===== config.mk =====
export PLATFORM = sky130hd
export DESIGN_NAME = sync_peak_detect
export DESIGN_NICKNAME = d
export VERILOG_FILES = /design/src/rtl/sync_pkg.sv /design/src/rtl/sync_peak_track.sv /design/src/rtl/sync_peak_detect.sv
export SDC_FILE = /design/constraint.sdc
export NUM_CORES = 1
export LEC_CHECK = 0
export CAP_MARGIN = 0
export CORE_ASPECT_RATIO = 0.5
export CORE_UTILIZATION = 50
export DETAILED_ROUTE_END_ITERATION = 7
export DONT_BUFFER_PORTS = 1
export GPL_TIMING_DRIVEN = 0
export PLACE_DENSITY_LB_ADDON = 0.2
export SYNTH_ARGS = -nofsm -noshare
export SYNTH_HDL_FRONTEND = slang
export SYNTH_SLANG_ARGS = --single-unit

===== constraint.sdc =====
create_clock -name iclk -period 3.7 [get_ports iclk]
set_clock_uncertainty 0.15 [all_clocks]
set_input_delay 0.37 -clock iclk [delete_from_list [all_inputs] [get_ports iclk]]
set_output_delay 0.37 -clock iclk [all_outputs]
set_load 0.05 [all_outputs]

===== src/rtl/sync_pkg.sv =====
// Shared types and default constants for the sync-chain peak detector.
package sync_pkg;

  typedef enum logic [1:0] {
    IDLE   = 2'd0,
    SEARCH = 2'd1,
    WINDOW = 2'd2,
    HOLD   = 2'd3
  } state_t;

  localparam int DEF_DAT_W = 12;
  localparam int DEF_WIND  = 32;
  localparam int DEF_TS_W  = 16;
  localparam int DEF_HOLD  = 256;
  localparam int DEF_IDX_W = $clog2(DEF_WIND);

  // Peak report layout for the default configuration.
  typedef struct packed {
    logic [DEF_DAT_W-1:0] lvl;
    logic [DEF_IDX_W-1:0] idx;
    logic [DEF_TS_W-1:0]  ts;
  } peak_rpt_t;

endpackage


===== src/rtl/sync_peak_track.sv =====
// Running-maximum register: clear-loads on window start, replaces only on strictly greater level.
module sync_peak_track
  import sync_pkg::*;
#(
  parameter int pDAT_W = DEF_DAT_W,
  parameter int pIDX_W = DEF_IDX_W,
  parameter int pTS_W  = DEF_TS_W
) (
  input  logic              iclk,
  input  logic              ireset,
  input  logic              load,
  input  logic              upd,
  input  logic [pDAT_W-1:0] lvl,
  input  logic [pIDX_W-1:0] idx,
  input  logic [pTS_W-1:0]  ts,
  output logic [pDAT_W-1:0] nxt_lvl,
  output logic [pIDX_W-1:0] nxt_idx,
  output logic [pTS_W-1:0]  nxt_ts
);

  logic [pDAT_W-1:0] max_lvl;
  logic [pIDX_W-1:0] max_idx;
  logic [pTS_W-1:0]  max_ts;

  // nxt_* already includes the sample being accepted, so the final window sample is reported too.
  always_comb begin
    nxt_lvl = max_lvl;
    nxt_idx = max_idx;
    nxt_ts  = max_ts;
    if (load) begin
      nxt_lvl = lvl;
      nxt_idx = '0;
      nxt_ts  = ts;
    end else if (upd && (lvl > max_lvl)) begin
      nxt_lvl = lvl;
      nxt_idx = idx;
      nxt_ts  = ts;
    end
  end

  always_ff @(posedge iclk or negedge ireset) begin
    if (!ireset) begin
      max_lvl <= '0;
      max_idx <= '0;
      max_ts  <= '0;
    end else begin
      max_lvl <= nxt_lvl;
      max_idx <= nxt_idx;
      max_ts  <= nxt_ts;
    end
  end

endmodule


===== src/rtl/sync_peak_detect.sv =====
// Correlator peak detector: threshold arm, fixed-window max search, one-cycle report pulse.
// Optional post-report holdoff enabled by defining SYNC_PEAK_HOLDOFF_EN.
module sync_peak_detect
  import sync_pkg::*;
#(
  parameter int pDAT_W = DEF_DAT_W,
  parameter int pWIND  = DEF_WIND,
  parameter int pTS_W  = DEF_TS_W,
  parameter int pHOLD  = DEF_HOLD
) (
  input  logic                     iclk,
  input  logic                     ireset,
  input  logic                     iena,
  input  logic [pDAT_W-1:0]        icorr,
  input  logic [pDAT_W-1:0]        itrh_lvl,
  input  logic                     iarm,
  output logic                     osop,
  output logic [pDAT_W-1:0]        opeak_lvl,
  output logic [$clog2(pWIND)-1:0] opeak_idx,
  output logic [pTS_W-1:0]         opeak_ts,
  output logic                     obusy
);

  localparam int IDX_W = $clog2(pWIND);
  localparam logic [IDX_W-1:0] LAST = IDX_W'(pWIND - 1);

  typedef struct packed {
    logic [pDAT_W-1:0] lvl;
    logic [IDX_W-1:0]  idx;
    logic [pTS_W-1:0]  ts;
  } rpt_t;

  state_t            state, state_nxt;
  logic [IDX_W-1:0]  win_cnt;
  logic [pTS_W-1:0]  ts_cnt;
  logic              load, upd, win_end;
  logic [pDAT_W-1:0] nxt_lvl;
  logic [IDX_W-1:0]  nxt_idx;
  logic [pTS_W-1:0]  nxt_ts;
  rpt_t              rpt;

`ifdef SYNC_PEAK_HOLDOFF_EN
  localparam int HOLD_W = (pHOLD > 1) ? $clog2(pHOLD) : 1;
  localparam logic [HOLD_W-1:0] HLAST = HOLD_W'(pHOLD - 1);
  logic [HOLD_W-1:0] hold_cnt;
`endif

  // win_cnt holds the offset of the next window sample; its wrap at LAST ends the window.
  always_comb begin
    state_nxt = state;
    load      = 1'b0;
    upd       = 1'b0;
    win_end   = 1'b0;
    if (!iarm) begin
      state_nxt = IDLE;
    end else begin
      case (state)
        IDLE:   state_nxt = SEARCH;
        SEARCH: if (iena && (icorr > itrh_lvl)) begin
          state_nxt = WINDOW;
          load      = 1'b1;
        end
        WINDOW: if (iena) begin
          upd = 1'b1;
          if (win_cnt == LAST) begin
            win_end = 1'b1;
`ifdef SYNC_PEAK_HOLDOFF_EN
            state_nxt = HOLD;
`else
            state_nxt = SEARCH;
`endif
          end
        end
`ifdef SYNC_PEAK_HOLDOFF_EN
        HOLD:   if (iena && (hold_cnt == HLAST)) state_nxt = SEARCH;
`endif
        default: state_nxt = IDLE;
      endcase
    end
  end

  always_ff @(posedge iclk or negedge ireset) begin
    if (!ireset) begin
      state   <= IDLE;
      win_cnt <= '0;
      ts_cnt  <= '0;
      osop    <= 1'b0;
      obusy   <= 1'b0;
      rpt     <= '0;
    end else begin
      state <= state_nxt;
      if (iena) ts_cnt <= ts_cnt + pTS_W'(1);
      if (load) win_cnt <= IDX_W'(1);
      else if (upd) win_cnt <= win_cnt + IDX_W'(1);
      osop  <= win_end;
      obusy <= (state_nxt == WINDOW) || (state_nxt == HOLD);
      if (win_end) rpt <= '{lvl: nxt_lvl, idx: nxt_idx, ts: nxt_ts};
    end
  end

`ifdef SYNC_PEAK_HOLDOFF_EN
  always_ff @(posedge iclk or negedge ireset) begin
    if (!ireset) hold_cnt <= '0;
    else if (win_end) hold_cnt <= '0;
    else if ((state == HOLD) && iena) hold_cnt <= hold_cnt + HOLD_W'(1);
  end
`endif

  sync_peak_track #(
    .pDAT_W(pDAT_W),
    .pIDX_W(IDX_W),
    .pTS_W (pTS_W)
  ) u_track (
    .iclk   (iclk),
    .ireset (ireset),
    .load   (load),
    .upd    (upd),
    .lvl    (icorr),
    .idx    (win_cnt),
    .ts     (ts_cnt),
    .nxt_lvl(nxt_lvl),
    .nxt_idx(nxt_idx),
    .nxt_ts (nxt_ts)
  );

  assign opeak_lvl = rpt.lvl;
  assign opeak_idx = rpt.idx;
  assign opeak_ts  = rpt.ts;

endmodule


---- Word level (Yosys, flattened, before mapping) ----
Cells that the tools add are included.
word-level totals
  memories ................................ 0
  output and inout port bits .............. 35
  bits in latches ......................... 0
  RAM bits ................................ 0
  bits in registers ....................... 91
  bits in read-only memories .............. 0
cells by class
  shift-type cells ........................ 0
  mux-type cells .......................... 23
  reductions and logical operators ........ 5
  add/sub/neg operators ................... 2
  magnitude comparators ................... 2
  bitwise logic cells ..................... 0
  equality and inequality tests ........... 5
  divide/modulo/power cells ............... 0
  multipliers ............................. 0
operators with widths
  operator                                             number
  2-to-1 mux 16 bit                                    2
  greater-than comparator 12 bit                       2
  2-to-1 mux 12 bit                                    2
  2-to-1 mux 5 bit                                     4
  adder 16 x 1 -> 16 bit, second input constant        1
  2-to-1 mux 1 bit                                     10
  2-to-1 mux 2 bit                                     4
  equality test 2 bit, second input constant           3
  case mux 2 bit (3 select lines)                      1
  adder 5 x 1 -> 5 bit, second input constant          1
  equality test 5 bit, second input constant           1
  equality test 2 x 1 -> 1 bit, second input constant  1
  logical AND 1 bit                                    2
  logical NOT 2 bit                                    1
  nonzero test 2 bit                                   1
  logical OR 1 bit                                     1

---- Longest topological paths before layout ----
Gate-level depths: netlist (run 1).
  depth after elaboration ................. 7
  mapped depth ............................ 12

---- Hierarchy ----
Synthesis (run 1) repeated with hierarchy kept, for this count alone.
unflattened totals
  cell total of the unflattened synthesis .. 478
  area, all modules ....................... 5109.9 um^2
by module, submodules not included
  module            area each (um^2)  seq. area each (um^2)  times used  cells each
  sync_peak_detect  2726.4            1451.4                 1           208
  sync_peak_track   2383.5            825.8                  1           270

---- Worst setup path before layout (run 1) ----
OpenSTA, ideal clock, no wires.
  path type ............................... input to register
  start ................................... input icorr[1]
  end ..................................... register rpt (netlist bit opeak_lvl[0])
  setup time .............................. 0.125 ns
  slack ................................... 0.908 ns
  arrival time ............................ 2.517 ns
  data required time ...................... 3.425 ns
  stages on the path ...................... 11
  path buffers ............................ 3
  cell sequence ........................... ha_1 > nor2b_4 > o211ai_2 > a211oi_1 > o41a_1 > buf_6 > o21bai_1 > buf_6 > buf_12 > mux2_4 > mux2_4
on the way
  longest elaborated chain between the ends .. 6
  elaborated cells on any way between the ends .. 9
  those cells by class .................... order compare (2); mux (5); reduce/logical (2)
RTL lines
  what                            line                    text
  start, declared                 sync_peak_detect.sv:14  input logic [pDAT_W-1:0] icorr,
  greater-than comparator 12 bit  sync_peak_detect.sv:59  SEARCH: if (iena && (icorr > itrh_lvl)) begin
  logical AND 1 bit               sync_peak_detect.sv:59
  2-to-1 mux 1 bit                sync_peak_detect.sv:59
  2-to-1 mux 1 bit                sync_peak_detect.sv:57  case (state)
  2-to-1 mux 1 bit                sync_peak_detect.sv:54  if (!iarm) begin
  2-to-1 mux 12 bit (*)           sync_peak_track.sv:30   if (load) begin
  net nxt_lvl[0]                  sync_peak_detect.sv:37  logic [pDAT_W-1:0] nxt_lvl;
  end signal, assigned            sync_peak_detect.sv:97  if (win_end) rpt <= '{lvl: nxt_lvl, idx: nxt_idx, ts: nxt_ts};
  end, declared                   sync_peak_detect.sv:40  rpt_t rpt;
The timed path passes the listed nets; every way through them passes the cells marked *.
A chain may end at the register's enable or synchronous reset.

---- Worst setup path after layout (run 1) ----
  start ................................... register u_track.max_lvl[1]
  end ..................................... register rpt (netlist bit opeak_lvl[2])
on the way
  longest elaborated chain between the ends .. 4
RTL lines
  what                            line                    text
  start, declared                 sync_peak_track.sv:21   logic [pDAT_W-1:0] max_lvl;
  start signal, assigned          sync_peak_track.sv:47   max_lvl <= nxt_lvl;
  greater-than comparator 12 bit  sync_peak_track.sv:34   end else if (upd && (lvl > max_lvl)) begin
  logical AND 1 bit               sync_peak_track.sv:34
  2-to-1 mux 12 bit               sync_peak_track.sv:34
  2-to-1 mux 12 bit               sync_peak_track.sv:30
  net nxt_lvl[2]                  sync_peak_detect.sv:37
The timed path passes the listed nets, and every way through them passes these cells.

==> impl_summary.txt, run 1 <==
----------------------------------------------------
[GRT]
  Initial antenna violation count ... 0
  Overall routing resource usage ... 18.25%
  Vias in the first global route ... 2538
  Wire length of the first global-routing pass ... 12.43 mm
  Largest net degree at the start of global routing ... 92
  Sum of overflow across all layers after global routing ... 0

[Layout]
  Fraction of layout cells with a size suffix above 1 ... 23.43%
  Leading cell types in the layout, fill and taps excluded ... 91 x sky130_fd_sc_hd__dfrtp_1, 40 x sky130_fd_sc_hd__mux2_4, 27 x sky130_fd_sc_hd__ha_1
  Leading cell type in the layout, fill and taps excluded ... sky130_fd_sc_hd__dfrtp_1
  Fraction of the core area covered by cells at the end of the flow ... 58.87%
  Area added between synthesis and finish ... 11.24%
  Number of diodes ... 0
  Number of nets at the end of the flow ... 400

[Clocking]
  Bufs on Longest Clock Path ... 2
  Clk Tree Root Cell ... sky130_fd_sc_hd__clkbuf_16
  Buffer count from post-CTS setup fixing ... 0
  Number of resized instances in the post-cts repair step ... 0
  TritonCTS clock tree ... done
  Clk pin slew, worst setup/hold paths ... 70 ps
  Htree depth ... 3
  Worst skew pair latency ... 340 ps
  Hold-fix buffer count after cts ... 3
  Sinks on Clock Net ... 91
  Number of CTS-inserted buffers ... 9

[Timing]
  Ratio of final minimum period to clock period ... 79.22%
  Final Max Slew Viols ... 0
  Final critical delay including setup and external delays ... 2931 ps
  Setup-violating endpoint count in the final report ... 0
  Total Neg Setup Slack ... 0 ps
  Max Clk Rate ... 0.3412 GHz
  Tightest Pin Transition ... 858.0 ps
  Final Hold Viols ... 0
  Worst slew slack as a fraction of its limit ... 42.80%
  Unrepaired setup endpoints after global routing ... false

[Setup path]
  Arrival time at the worst endpoint ... 3000 ps
  Largest fanout on the critical path ... 10
  Bufs and invs on worst path ... 4
  Delay-heaviest family, CP ... compound AO/OA/AOI/OAI gates
  Critical Path, Cell by Cell ... inv_1 > ha_1 > nor2b_4 > o211ai_2 > a211oi_1 > o41a_1 > buf_6 > o21bai_1 > buf_6 > buf_12 > mux2_4 > mux2_4
  Endpoint class of the critical path ... register
  Critical setup path kind ... reg2reg
  Data required time at the worst endpoint ... 3770 ps
  Kind of start point of the critical path ... register
  Delay contributed by the slowest stage of the critical path ... 430 ps
  Worst path slowest cell ... sky130_fd_sc_hd__o41a_1

[Floorplanning]
  Total number of placement rows ... 23
  Floorplan core area ... 0.008202 mm2
  Die Y-Extent ... 67.88 um
  Initial standard-cell utilization of the core ... 52.92%
  I/O pin cnt ... 63
  Overall die width ... 133.8 um
  DIE AREA ... 0.009080 mm2

[Logic synthesis]
  Average instance area after synthesis ... 13.11 um2
  Cell taking the most area after synthesis ... sky130_fd_sc_hd__dfrtp_1
  Leading cell types by total area after synthesis ... sky130_fd_sc_hd__dfrtp_1 52%, sky130_fd_sc_hd__mux2_4 14%, sky130_fd_sc_hd__ha_1 7.8%
  Netlist area before placement ... 0.004340 mm2
  Number of distinct library cell variants in the gate-level netlist after synthesis ... 34
  Number of standard cells after synthesis ... 331
  Synth Net Count ... 386
  Share of synthesized area occupied by flip-flops and latches ... 52.46%
  Area fraction of the dominant cell type after synthesis ... 52.46%
  Flops & latches, synth ... 91
  Synthesis Warnings ... 0

[Power and ir drop]
  Sequential share of power ... 47.5%
  Leakage power summed over all cells ... 2.380 nW
  P per Cell Area ... 531.7 mW/mm2
  Clock Power Share ... 36.2%
  Share of total power consumed by net switching ... 26.68%
  Switching power total ... 0.6849 mW
  VDD IR-drop max ... 242.7 uV
  Proportion of power drawn by combinational gates ... 16.3%
  Pint ... 1.882 mW
  Power after layout ... 2.567 mW

[Placement]
  Count of buffers from port buffering ... 0
  Routability congestion estimate ... 0.7381
  HPWL reported at the end of detailed placement ... 5.279 mm

[Drt]
  Via-to-Cell Ratio ... 5.253
  Final Routed Wirelength ... 7.526 mm
  DRC Markers ... 0
  DRC marker count from the first detailed-route iteration ... 119
  Vias after detailed routing ... 2427
  Initial DRT Pass Iterations ... 4
  Remaining antenna violation count ... 0
  Average wire per cell in the routed design ... 16.29 um

[Outcome]
  Status ... finished, final reports clean

[Flow run]
  Reported max-cap violation count ... 0

[Hold path]
  Worst hold-check path type ... in2reg

----------------------------------------------------
## kinds of logic after synthesis
logic type | synth area share [%]
compound gates | 4.757
xor+xnor | 3.632
fa+ha+maj | 7.783
buf+inv | 4.266
flops | 52.46
mux | 19.40
simple gates | 7.697
## per-layer routing
layer | vias to the layer above | global-route usage [%] | part of all wire, %
li1 | 1168 | - | -
met5 | - | 0 | 0
met1 | 1209 | 24.38 | 49
met2 | 44 | 28.50 | 45
met4 | 0 | 5.114 | 0.78
met3 | 6 | 6.370 | 4.9
## metrics by stage
stage	area [um2]	setup WS, ps	std cells	hold WS [ps]
after detailed placement	4481	763.2	443	-73.94
final	4828	768.8	462	40.15
after CTS	4828	726.9	462	28.28
after global routing	4828	647.8	462	23.07
after floorplan	4340	908.1	331	-75.59
after global placement	4481	765.4	443	-73.68
## path summary, 6_finish.rpt
path                                         start            endpoint  slack, ps  depth (start not counted)
worst min-delay path                      icorr[7]  u_track.max_lvl[7]         40                          1
worst max-delay path            u_track.max_lvl[1]        opeak_lvl[2]        770                         12
max in group asynchronous                   ireset        opeak_idx[1]       2600                          2
worst max register to register  u_track.max_lvl[1]        opeak_lvl[2]        770                         12
min in group asynchronous                   ireset   u_track.max_ts[3]        450                          2
worst min register to register          ts_cnt[15]          ts_cnt[15]        340                          1
## sequential cells by signal (all words and copies together) (netlist names)
name             count
opeak_ts            16
opeak_lvl           12
u_track.max_idx      5
obusy                1
state                2
osop                 1
u_track.max_lvl     12
u_track.max_ts      16
ts_cnt              16
opeak_idx            5
win_cnt              5
## final cells by class
type	count	area (um2)
Sequential cell	91	2277
Tap cell	112	140.1
Timing Repair Buffer	3	47.55
Clock buffer	10	229.0
Fill cell	675	3373
Clock inverter	6	71.32
Multi-Input combinational cell	204	1878
Inverter	25	93.84
Buffer	11	91.34
## Yosys cell counts
| master | count |
|---|---|
| sky130_fd_sc_hd__and2_1 | 1 |
| sky130_fd_sc_hd__clkbuf_1 | 3 |
| sky130_fd_sc_hd__buf_1 | 2 |
| sky130_fd_sc_hd__and3b_1 | 1 |
| sky130_fd_sc_hd__o21ai_0 | 8 |
| sky130_fd_sc_hd__ha_1 | 27 |
| sky130_fd_sc_hd__xor2_1 | 6 |
| sky130_fd_sc_hd__buf_12 | 2 |
| sky130_fd_sc_hd__a21o_1 | 5 |
| sky130_fd_sc_hd__buf_2 | 2 |
| sky130_fd_sc_hd__nor2b_1 | 2 |
| sky130_fd_sc_hd__or4_1 | 1 |
| sky130_fd_sc_hd__a21oi_1 | 11 |
| sky130_fd_sc_hd__xnor2_1 | 12 |
| sky130_fd_sc_hd__nor2b_4 | 1 |
| sky130_fd_sc_hd__o21bai_1 | 1 |
| sky130_fd_sc_hd__and4b_1 | 1 |
| sky130_fd_sc_hd__dfrtp_1 | 91 |
| sky130_fd_sc_hd__nor3_1 | 1 |
| sky130_fd_sc_hd__nor2_1 | 15 |
| sky130_fd_sc_hd__and3_1 | 4 |
| sky130_fd_sc_hd__mux2_2 | 17 |
| sky130_fd_sc_hd__o41a_1 | 1 |
| sky130_fd_sc_hd__nand4_1 | 10 |
| sky130_fd_sc_hd__mux2i_1 | 5 |
| sky130_fd_sc_hd__buf_6 | 2 |
| sky130_fd_sc_hd__nand2_1 | 19 |
| sky130_fd_sc_hd__nand3_1 | 11 |
| sky130_fd_sc_hd__a21boi_0 | 1 |
| sky130_fd_sc_hd__a2111oi_4 | 1 |
| sky130_fd_sc_hd__a211oi_1 | 1 |
| sky130_fd_sc_hd__mux2_4 | 40 |
| sky130_fd_sc_hd__o211ai_2 | 1 |
| sky130_fd_sc_hd__inv_1 | 25 |
## power groups by stage
stage                     combinational [mW]  clock [mW]  sequential, mW
after floorplan                        0.332           0            1.21
after global placement                 0.381           0            1.23
after detailed placement               0.395           0            1.24
after CTS                              0.423       0.952            1.22
after global routing                   0.480        1.00            1.24
final                                  0.418       0.929            1.22
Note: power is estimated with default switching activity, not from simulation.
==> run 2, diff against run 1 <==
==> constraint.sdc (replaced) <==
create_clock -name iclk -period 2.6 [get_ports iclk]
set_clock_uncertainty 0.15 [all_clocks]
set_input_delay 0.26 -clock iclk [delete_from_list [all_inputs] [get_ports iclk]]
set_output_delay 0.26 -clock iclk [all_outputs]
set_load 0.05 [all_outputs]
==> impl_summary.txt, run 2 (synthesis results as in run 1) <==
----------------------------------------------------
[Drt]
  Remaining antenna violation count ... 0
  DR WL met3 ... 370 um
  Average wire per cell in the routed design ... 17.48 um
  Initial DRT Pass Iterations ... 5
  DRC Markers ... 0
  Vias after detailed routing ... 2564
  Final Routed Wirelength ... 8.445 mm
  DRC marker count from the first detailed-route iteration ... 140
  Routed length on met2 ... 4.078 mm
  Top metal layer carrying routed signals ... met4
  Via-to-Cell Ratio ... 5.308
  Detailed-routing wirelength on met1 ... 3.902 mm

[Clocking]
  Number of CTS-inserted buffers ... 9
  Worst skew pair latency ... 330 ps
  Htree depth ... 3
  Clk pin slew, worst setup/hold paths ... 70 ps
  Bufs on Longest Clock Path ... 2
  Clk Tree Root Cell ... sky130_fd_sc_hd__clkbuf_16
  TritonCTS clock tree ... done
  Sinks on Clock Net ... 91

[Floorplanning]
  Die Y-Extent ... 67.88 um
  Total number of placement rows ... 23
  Floorplan core area ... 0.008202 mm2
  Initial standard-cell utilization of the core ... 52.92%
  Overall die width ... 133.8 um
  I/O pin cnt ... 63
  DIE AREA ... 0.009080 mm2

[GRT]
  Vias in the first global route ... 2676
  Overall routing resource usage ... 19.74%
  Wire length of the first global-routing pass ... 13.41 mm
  Largest net degree at the start of global routing ... 92
  Initial antenna violation count ... 0
  Sum of overflow across all layers after global routing ... 0

[Flow run]
  Reported max-cap violation count ... 0

[Setup path]
  Data required time at the worst endpoint ... 2670 ps
  Critical setup path kind ... reg2reg
  Arrival time at the worst endpoint ... 2790 ps
  Critical register-to-register path startpoint ... u_track.max_lvl[8]
  Startpoint of the most critical setup path ... u_track.max_lvl[8]
  Endpoint class of the critical path ... register
  Largest fanout on the critical path ... 8
  Depth of the worst register-to-register path ... 10
  Kind of start point of the critical path ... register

[Layout]
  Number of nets at the end of the flow ... 423
  Leading cell types in the layout, fill and taps excluded ... 91 x sky130_fd_sc_hd__dfrtp_1, 42 x sky130_fd_sc_hd__mux2_4, 23 x sky130_fd_sc_hd__inv_1
  Number of diodes ... 0
  Final non-filler cell total ... 483
  Area added between synthesis and finish ... 19.20%
  Fraction of layout cells with a size suffix above 1 ... 28.30%
  Final cell area excluding filler cells ... 0.005174 mm2
  Leading cell type in the layout, fill and taps excluded ... sky130_fd_sc_hd__dfrtp_1

[Timing]
  Setup-violating endpoint count in the final report ... 28
  Max Clk Rate ... 0.3678 GHz
  Worst Slack Setup Final ... -118.6 ps
  Tightest Pin Transition ... 814.3 ps
  Final Hold Viols ... 0
  Ratio of final minimum period to clock period ... 104.6%
  Unrepaired setup endpoints after global routing ... true
  Final critical delay including setup and external delays ... 2719 ps
  Final Max Slew Viols ... 0
  Hold Worst Slack ... 28.48 ps
  Worst slew slack as a fraction of its limit ... 45.72%

[Outcome]
  Failing checks ... setup timing
  Status ... finished, violations left

[Hold path]
  Start point of the worst min-delay path ... iena
  Worst hold-check path type ... in2reg
  Worst hold stages ... 3

[Placement]
  Placed Instance Area ... 0.004481 mm2
  Routability congestion estimate ... 0.7909
  Count of buffers from port buffering ... 0
  HPWL reported at the end of detailed placement ... 5.285 mm
  Placed cell count ... 443

[Power and ir drop]
  P per Cell Area ... 714.9 mW/mm2
  Leakage power summed over all cells ... 2.497 nW
  VDD IR-drop max ... 409.5 uV

----------------------------------------------------
run 2: cell count changes in the layout (fill, tap and decap cells not counted), moves of 2 or more:
cell / delta
sky130_fd_sc_hd__inv_1: -2
sky130_fd_sc_hd__ha_4: +6
sky130_fd_sc_hd__mux2_2: -2
sky130_fd_sc_hd__mux2_4: +2
sky130_fd_sc_hd__ha_1: -6
sky130_fd_sc_hd__buf_4: +7
sky130_fd_sc_hd__dlygate4sd3_1: +13
sky130_fd_sc_hd__inv_2: +2
run 2: routing by layer:
| layer | up-vias | GRT usage, % |
|---|---|---|
| li1 | 1214 | - |
| met1 | 1285 | 26.40 |
| met2 | 57 | 31.80 |
| met3 | 8 | 5.333 |
| met4 | 0 | 6.250 |
| met5 | - | 0 |
run 2: final cells by class:
type / instances / area (um2)
clock buffer: 11 / 242.7
buffer: 10 / 96.34
tap: 112 / 140.1
multi-input combinational: 204 / 1993
inverter: 25 / 93.84
timing repair buffer: 27 / 305.3
clock inverter: 3 / 25.02
sequential: 91 / 2277
fill: 637 / 3028
run 2: per-stage QoR:
step	setup slack [ps]	setup TNS (ps)	power, mW	util, %
floorplan	-117.4	-2348	2.197	-
global placement	-266.3	-6270	2.293	54.63
detailed placement	-272.8	-6484	2.330	54.63
CTS	-199.2	-4989	3.616	61.24
global route	-222.5	-5606	3.899	63.08
finish	-118.6	-2714	3.699	63.08
run 2: where the power goes:
part	switching, mW	internal [mW]
Sequential	0.143	1.60
Combinational	0.341	0.416
Clock	0.529	0.669
run 2: what timing repair did:
action | CTS | global route
pin swaps | 3 | 5
hold buffers | 16 | 0
gates cloned | 1 | 1
endpoints found under the hold margin | 105 | 0
buffers inserted | 6 | 3
endpoints found under the setup margin | 48 | 56
gates resized for setup | 6 | 17
run 2: final timing paths:
path | end | slack (ps)
setup / recovery | opeak_lvl[3] | -120
hold / removal | win_cnt[1] | 30
setup reg to reg | opeak_lvl[3] | -120
hold reg to reg | ts_cnt[15] | 340
max in group asynchronous | opeak_lvl[10] | 1600
min in group asynchronous | ts_cnt[3] | 340
run 2: worst max-delay path: stages, from the launching register on:
cell	delay, ps
sky130_fd_sc_hd__dfrtp_1	410
sky130_fd_sc_hd__inv_2	80
sky130_fd_sc_hd__ha_4	190
sky130_fd_sc_hd__nand4_1	200
sky130_fd_sc_hd__a21oi_1	70
sky130_fd_sc_hd__o41a_1	440
sky130_fd_sc_hd__o21bai_4	190
sky130_fd_sc_hd__buf_12	160
sky130_fd_sc_hd__clkbuf_16	160
sky130_fd_sc_hd__mux2_4	300
sky130_fd_sc_hd__mux2_4	260
==> run 3, diff against run 2 <==
--- a/config.mk
+++ b/config.mk
@@ -14,4 +14,5 @@
 export PLACE_DENSITY_LB_ADDON = 0.2
 export SYNTH_ARGS = -nofsm -noshare
 export SYNTH_HDL_FRONTEND = slang
+export SYNTH_HIERARCHICAL = 1
 export SYNTH_SLANG_ARGS = --single-unit
==> impl_summary.txt, run 3 <==
----------------------------------------------------
[Clocking]
  Bufs on Longest Clock Path ... 2
  Number of CTS-inserted buffers ... 9
  Clk pin slew, worst setup/hold paths ... 60 ps
  TritonCTS clock tree ... done
  Sinks on Clock Net ... 91
  Worst skew pair latency ... 340 ps
  Clk Tree Root Cell ... sky130_fd_sc_hd__clkbuf_16
  Htree depth ... 3

[Floorplanning]
  DIE AREA ... 0.01065 mm2
  Total number of placement rows ... 25
  Initial standard-cell utilization of the core ... 52.87%
  I/O pin cnt ... 63
  Floorplan core area ... 0.009666 mm2
  Overall die width ... 145.0 um
  Die Y-Extent ... 73.49 um

[Logic synthesis]
  Synth Net Count ... 533
  Proportion of register bits with asynchronous set or reset after synthesis ... 100.0%
  Leading register cell type out of synthesis ... sky130_fd_sc_hd__dfrtp_1
  Flops & latches, synth ... 91
  Share of synthesized area occupied by flip-flops and latches ... 44.56%
  Area fraction of the dominant cell type after synthesis ... 44.56%
  Number of standard cells after synthesis ... 478
  Leading cell types by total area after synthesis ... sky130_fd_sc_hd__dfrtp_1 45%, sky130_fd_sc_hd__nand3_1 7.1%, sky130_fd_sc_hd__mux2_2 6.8%
  Netlist area before placement ... 0.005110 mm2
  Cell taking the most area after synthesis ... sky130_fd_sc_hd__dfrtp_1
  Most common library cells after synthesis ... 91 x sky130_fd_sc_hd__dfrtp_1, 72 x sky130_fd_sc_hd__nand3_1, 31 x sky130_fd_sc_hd__mux2_2, 29 x sky130_fd_sc_hd__o211ai_1, 28 x sky130_fd_sc_hd__a22oi_1
  Average instance area after synthesis ... 10.69 um2
  Synthesis Warnings ... 6
  Number of synthesized flops with an enable pin ... 0
  Number of distinct library cell variants in the gate-level netlist after synthesis ... 53
  Most instantiated library cell after synthesis ... sky130_fd_sc_hd__dfrtp_1

[Setup path]
  Kind of start point of the critical path ... input port
  Arrival time at the worst endpoint ... 2590 ps
  Delay-heaviest family, CP ... compound AO/OA/AOI/OAI gates
  Worst path slowest cell ... sky130_fd_sc_hd__ha_1
  Data required time at the worst endpoint ... 2680 ps
  Delay contributed by the slowest stage of the critical path ... 310 ps
  Largest fanout on the critical path ... 10
  Bufs and invs on worst path ... 4
  Endpoint class of the critical path ... register
  Critical Path, Cell by Cell ... inv_1 > ha_1 > a21o_1 > a211oi_2 > o211ai_1 > and3b_1 > clkbuf_4 > buf_6 > buf_2 > a22oi_1 > nand3_1 > mux2_2
  Critical setup path kind ... in2reg

[Timing]
  Unrepaired setup endpoints after global routing ... false
  Total Neg Setup Slack ... 0 ps
  Max Clk Rate ... 0.3984 GHz
  Hold Worst Slack ... -2.080 ps
  Tightest Pin Transition ... 612.5 ps
  Worst slew slack as a fraction of its limit ... 59.17%
  Final Max Slew Viols ... 0
  Final critical delay including setup and external delays ... 2510 ps
  Worst Slack Setup Final ... 90.20 ps
  Ratio of final minimum period to clock period ... 96.53%
  Final Hold Viols ... 1
  Setup-violating endpoint count in the final report ... 0

[Drt]
  Vias after detailed routing ... 3874
  Remaining antenna violation count ... 0
  Initial DRT Pass Iterations ... 5
  Final Routed Wirelength ... 11.73 mm
  DRC marker count from the first detailed-route iteration ... 290
  DRC Markers ... 0
  Via-to-Cell Ratio ... 6.016
  Average wire per cell in the routed design ... 18.22 um

[Placement]
  Place WS ... -366.7 ps
  Placed Instance Area ... 0.005343 mm2
  Count of buffers from port buffering ... 0
  Placed cell count ... 613
  Routability congestion estimate ... 0.8259
  HPWL reported at the end of detailed placement ... 8.135 mm

[Power and ir drop]
  Leakage power summed over all cells ... 2.884 nW
  VDD IR-drop max ... 311.1 uV
  Power after layout ... 3.390 mW
  P per Cell Area ... 576.5 mW/mm2

[GRT]
  Wire length of the first global-routing pass ... 19.41 mm
  Initial antenna violation count ... 0
  Overall routing resource usage ... 23.66%
  Vias in the first global route ... 3776
  Sum of overflow across all layers after global routing ... 0
  Largest net degree at the start of global routing ... 92

[Layout]
  Number of diodes ... 0
  Area of the multi-input gates ... 0.002596 mm2
  Count of filler cells inserted in the layout ... 796
  Final non-filler cell total ... 644
  Final cell area excluding filler cells ... 0.005879 mm2
  Leading cell type in the layout, fill and taps excluded ... sky130_fd_sc_hd__dfrtp_1
  Area added between synthesis and finish ... 15.06%
  Fraction of the core area covered by cells at the end of the flow ... 60.83%
  Sequential standard cell area ... 0.002277 mm2
  Fraction of layout cells with a size suffix above 1 ... 21.41%
  Leading cell types in the layout, fill and taps excluded ... 91 x sky130_fd_sc_hd__dfrtp_1, 72 x sky130_fd_sc_hd__nand3_1, 31 x sky130_fd_sc_hd__mux2_2
  Number of nets at the end of the flow ... 560

[Flow run]
  Reported max-cap violation count ... 0

[Outcome]
  Failing checks ... hold timing
  Status ... finished, violations left

[Hold path]
  Worst hold-check path type ... in2reg

----------------------------------------------------
## run 3: cell types whose count changed after synthesis, sizes merged, moves of 5 or more
cell,change
mux2,-23
a22oi,+28
nand3,+61
o211ai,+28
clkbuf,+9
buf,+10
nor2b,+18
o21ai,-6
o2111ai,+5
## run 3: kinds of logic after synthesis
| kind of cell | share of synthesized area (%) |
|---|---|
| adder cells (fa/ha/maj) | 6.611 |
| multiplexers | 7.884 |
| flip-flops | 44.56 |
| AO/OA/AOI/OAI | 14.74 |
| XOR/XNOR | 3.085 |
| AND/OR/NAND/NOR | 16.77 |
| buffers and inverters | 6.342 |
## run 3: worst paths after layout
kind,cells after the start,slack (ps),endpoint,start
worst max-delay path,12,90,opeak_lvl[10],itrh_lvl[2]
worst max register to register,9,140,opeak_idx[3],u_track/max_lvl[11]
max in group asynchronous,2,1610,u_track/max_lvl[1],ireset
worst min register to register,1,390,ts_cnt[10],ts_cnt[10]
min in group asynchronous,2,320,opeak_ts[10],ireset
worst min-delay path,2,-2,u_track/max_lvl[11],icorr[11]
## run 3: power breakdown
group | total [mW] | switching (mW) | leakage, nW | internal [mW]
registers | 1.61 | 0.112 | 1.14 | 1.50
logic | 0.375 | 0.198 | 1.59 | 0.177
clock network | 1.41 | 0.561 | 0.150 | 0.844
total | 3.39 | 0.871 | 2.88 | 2.52
## run 3: cell type report
class,instances,area share [%]
tap,135,2.873
inverter,26,1.660
buffer,30,4.299
timing repair buffer,16,2.937
sequential,91,38.73
clock buffer,10,3.894
multi-input combinational,331,44.16
clock inverter,5,1.447
## run 3: per-layer routing
layer  track usage (%)  up-vias  wire [um]
li1                  -     1822          -
met1             32.54     1904       5543
met2             35.79      128       5201
met3             6.584       20        794
met4             9.102        0        192
met5                 0        -          0
## run 3: worst reg2reg max path: cells and delay by family (launching register included)
kind / cells / cell delay [ps]
muxes: 1 / 280
and+or+nand+nor: 2 / 290
buffers and inverters: 3 / 330
DFF: 1 / 360
adders and majority gates: 1 / 280
AOI/OAI and AO/OA: 2 / 670
## run 3: what timing repair did
action,in CTS,in global routing
setup buffers,0,2
endpoints found under the setup margin,3,22
pin swaps,0,5
resized for setup,2,13
endpoints found under the hold margin,103,0
hold buffers,14,0
cloned,0,0
